<file path="src/rtl/cpu_pkg.sv">
// Shared width constants for the 32-bit pipelined CPU datapath.
package cpu_pkg;

    localparam int DATA_W   = 32;
    localparam int ALU_W    = 6;
    localparam int RADDR_W  = 4;
    localparam int BANK_W   = 2;
    localparam int ALU_OP_W = ALU_W;

endpackage : cpu_pkg

</file>
<file path="src/rtl/id_ex_register.sv">
// ID/EX pipeline register: captures decode fields each edge, holds on stall.
// Optional bubble insert via flush port when ID_EX_FLUSH_EN is defined.
module id_ex_register
    import cpu_pkg::*;
#(
    parameter int P_DATA_W  = DATA_W,
    parameter int P_ALU_W   = ALU_OP_W,
    parameter int P_RADDR_W = RADDR_W,
    parameter int P_BANK_W  = BANK_W
) (
    input  logic                 clk,
    input  logic                 rst_n,
    input  logic                 stall,
`ifdef ID_EX_FLUSH_EN
    input  logic                 flush,
`endif
    input  logic                 mux4_in,
    input  logic                 data_mem_in,
    input  logic [P_ALU_W-1:0]   alu_in,
    input  logic [P_DATA_W-1:0]  regA_in,
    input  logic [P_DATA_W-1:0]  regB_in,
    input  logic [P_BANK_W-1:0]  regs_bank_in,
    input  logic [P_DATA_W-1:0]  pc_in,
    input  logic [P_RADDR_W-1:0] regC_adress_in,
    input  logic                 write_inst_in,
    output logic                 mux4_out,
    output logic                 data_mem_out,
    output logic [P_ALU_W-1:0]   alu_out,
    output logic [P_DATA_W-1:0]  regA_out,
    output logic [P_DATA_W-1:0]  regB_out,
    output logic [P_BANK_W-1:0]  regs_bank_out,
    output logic [P_DATA_W-1:0]  pc_out,
    output logic [P_RADDR_W-1:0] regC_adress_out,
    output logic                 write_inst_out
);

    logic w_flush;

`ifdef ID_EX_FLUSH_EN
    assign w_flush = flush;
`else
    assign w_flush = 1'b0;
`endif

    // Outputs are the flops themselves; a bubble is an all-zero control word.
    always_ff @(posedge clk or negedge rst_n) begin
        if (!rst_n) begin
            mux4_out        <= 1'b0;
            data_mem_out    <= 1'b0;
            alu_out         <= '0;
            regA_out        <= '0;
            regB_out        <= '0;
            regs_bank_out   <= '0;
            pc_out          <= '0;
            regC_adress_out <= '0;
            write_inst_out  <= 1'b0;
        end else if (w_flush) begin
            mux4_out        <= 1'b0;
            data_mem_out    <= 1'b0;
            alu_out         <= '0;
            regA_out        <= '0;
            regB_out        <= '0;
            regs_bank_out   <= '0;
            pc_out          <= '0;
            regC_adress_out <= '0;
            write_inst_out  <= 1'b0;
        end else if (!stall) begin
            mux4_out        <= mux4_in;
            data_mem_out    <= data_mem_in;
            alu_out         <= alu_in;
            regA_out        <= regA_in;
            regB_out        <= regB_in;
            regs_bank_out   <= regs_bank_in;
            pc_out          <= pc_in;
            regC_adress_out <= regC_adress_in;
            write_inst_out  <= write_inst_in;
        end
    end

endmodule : id_ex_register

</file>
<file path="config.mk">
export PLATFORM = sky130hd
export DESIGN_NAME = id_ex_register
export DESIGN_NICKNAME = d
export VERILOG_FILES = /design/src/rtl/cpu_pkg.sv /design/src/rtl/id_ex_register.sv
export SDC_FILE = /design/constraint.sdc
export NUM_CORES = 1
export LEC_CHECK = 0
export CORE_ASPECT_RATIO = 0.7
export CORE_MARGIN = 4
export CORE_UTILIZATION = 30
export DETAILED_ROUTE_END_ITERATION = 16
export PLACE_DENSITY_LB_ADDON = 0.12
export SLEW_MARGIN = 10
export SYNTH_ARGS = -nofsm -noshare
export SYNTH_HDL_FRONTEND = slang
export SYNTH_SLANG_ARGS = --single-unit
</file>
<file path="constraint.sdc">
create_clock -name clk -period 1.44 [get_ports clk]
set_input_delay 0.288 -clock clk [delete_from_list [all_inputs] [get_ports clk]]
set_output_delay 0.288 -clock clk [all_outputs]
set_load 0.05 [all_outputs]
</file>
==> results.txt <==
Crit path cell chain: buf_12
Starting Density: 0.311
Final worst setup slack: 0.238 ns
WP data arrival: 0.91 ns
Mean routed wirelength per cell: 17.3 µm
Max Cap Violations: 0
Hold Path Class: input port to asynchronous set/reset pin
Critical path data required time: 1.15 ns
Die width: 149 µm
CP top delay family: flip-flops
CORE AREA: 13400 µm²
Io pins: 225
Pre-CTS setup slack: 0.226 ns
Leak Pwr: 3.43 nW
Area growth, synth to finish: 94.0%
RR Endpoint: regB_out[6]$_DFFE_PN0N_
WL met2: 5240 µm
Flop-to-flop setup slack: 0.63 ns
First-pass GRT wire length: 17800 µm
Met3 WL post-DR: 1480 µm
Crit. End Element: primary output
Commonest non-fill, non-tap cell in the layout: buf_12
Final net count: 579
Max layer used: met4
Register bit count reported by yosys: 111
CTS Buf Count: 9
Least-Margin Pin Slew: 0.393 ns
Site Rows: 35
Post-DR vias/cell: 4.30
H-tree levels: 3
Max Fanout on Critical Path: 2
Vias: 2811
Syn Nets: 348
Worst-path clk slew: 0.07 ns
Vias in the first global route: 3158
Status: completed
Port Buf Inserts: 224
Slew Limit Fails: 0
Syn Std Cell Area: 4150 µm²
Post-CTS Setup Repair Bufs: 0
Initial antenna violation count: 0
Fin crit period: 1.20 ns
Critical path buffers and inverters: 1
Hold buffer count at CTS: 1
WHS: 0.430 ns
Post_cts resized: 0
GP Congestion: 0.695
Clock Path Buffers: 2
Fin util: 0.603
1st-pass router iterations: 4
PD cells: 1210 nW/µm²
Worst path slowest cell: dfrtp_1
Total grt overflow: 0
Final setup TNS: 0 ns
Post-Synthesis Cells: 234
Ant diodes: 0
Count of final setup violators: 0
RSZ-0062 raised after global routing: no
Share of cells above drive strength 1: 0.524
Worst setup SP type: flip-flop
Final ANT Viol Nets: 0
Clk Latency, worst-skew pair: 0.33 ns
CTS tree: built
Yosys warnings: 0
Final hold vios: 0
Largest net degree at the start of global routing: 52
Highest clock rate: 0.832 GHz
Most frequent cells in the layout: buf_12 (116), mux2_2 (111), dfrtp_1 (111), clkdlybuf4s50_1 (111), clkbuf_16 (9)
WS Path Type: flip-flop to primary output
Die height: 106 µm
Reg-to-reg critical path startpoint: regB_out[6]$_DFFE_PN0N_
Final Cycle Share: 0.835
Worst relative slew slack: 0.738
Clk_skew: 0 ns
Mean Syn Cell Area: 17.7 µm²
Die area: 15800 µm²
Wire length on met1: 4470 µm
CTS Sinks: 111
Clk root buf: clkbuf_16
Initial DRC Count: 49
Peak supply drop: 0.680 mV
Post-synthesis cell type count: 4
Routed WL: 11300 µm
HPWL after detailed placement: 8970 µm
Drt drc: 0
R2R cell count: 1
Tot GR Track Use: 0.145
Crit-path max cell delay: 0.42 ns
Seq/Total Area, Yosys: 0.669
==> sequential cells by signal, summed over array words and instances (netlist names) <==
signal / cells
regB_out: 32
write_inst_out: 1
regA_out: 32
regs_bank_out: 2
pc_out: 32
mux4_out: 1
regC_adress_out: 4
alu_out: 6
data_mem_out: 1
==> power breakdown <==
group	total, mW	internal, mW	switching (mW)
clock network	2.66	1.60	1.06
logic	3.29	1.75	1.54
registers	3.76	3.43	0.325
==> cell usage after synthesis <==
| master | n | share of area |
|---|---|---|
| buf_6 | 10 | 0.027 |
| buf_2 | 2 | 0.0024 |
| mux2_2 | 111 | 0.30 |
| dfrtp_1 | 111 | 0.67 |
==> final cells by class <==
cell class              instances  area, µm²
clock buffers                  11        253
well taps                     185        231
fillers                      1038       5300
clock inverters                 3       67.6
flip-flops and latches        111       2780
multi-input cells             111       1250
repair buffers                232       3470
==> cells by family (layout without fill, tap and decap cells) <==
| kind of cell | count (synthesis) | after routing | synth area share |
|---|---|---|---|
| DFF | 111 | 111 | 0.669 |
| muxes | 111 | 111 | 0.301 |
| buffers and inverters | 12 | 246 | 0.0295 |
==> worst max path at each step <==
| stage | start | endpoint | slack [ns] | cells past startpoint |
|---|---|---|---|---|
| floorplan | stall | alu_out[0]$_DFFE_PN0N_ | 0.43 | 3 |
| global placement | stall | regB_out[1]$_DFFE_PN0N_ | 0.25 | 3 |
| detailed placement | stall | alu_out[4]$_DFFE_PN0N_ | 0.23 | 3 |
| CTS | regB_out[6]$_DFFE_PN0N_ | regB_out[6] | 0.21 | 1 |
| global route | regB_out[6]$_DFFE_PN0N_ | regB_out[6] | 0.19 | 1 |
| finish | regB_out[8]$_DFFE_PN0N_ | regB_out[8] | 0.24 | 1 |
==> per-stage QoR <==
step | instances | instance area [µm²] | power, mW
2_1_floorplan | 234 | 4150 | 5.15
3_3_place_gp | 638 | 7720 | 7.10
3_5_place_dp | 638 | 7720 | 7.15
4_1_cts | 653 | 8050 | 9.88
5_1_grt | 653 | 8050 | 10.1
6_report | 653 | 8050 | 9.71
==> per-layer routing <==
metal  vias to the layer above  GRT usage
met5                         -          0
met4                         0     0.0297
met3                         8     0.0861
met2                       140      0.224
met1                      1386      0.177
li1                       1277          -
(Power assumes the default switching activity.)
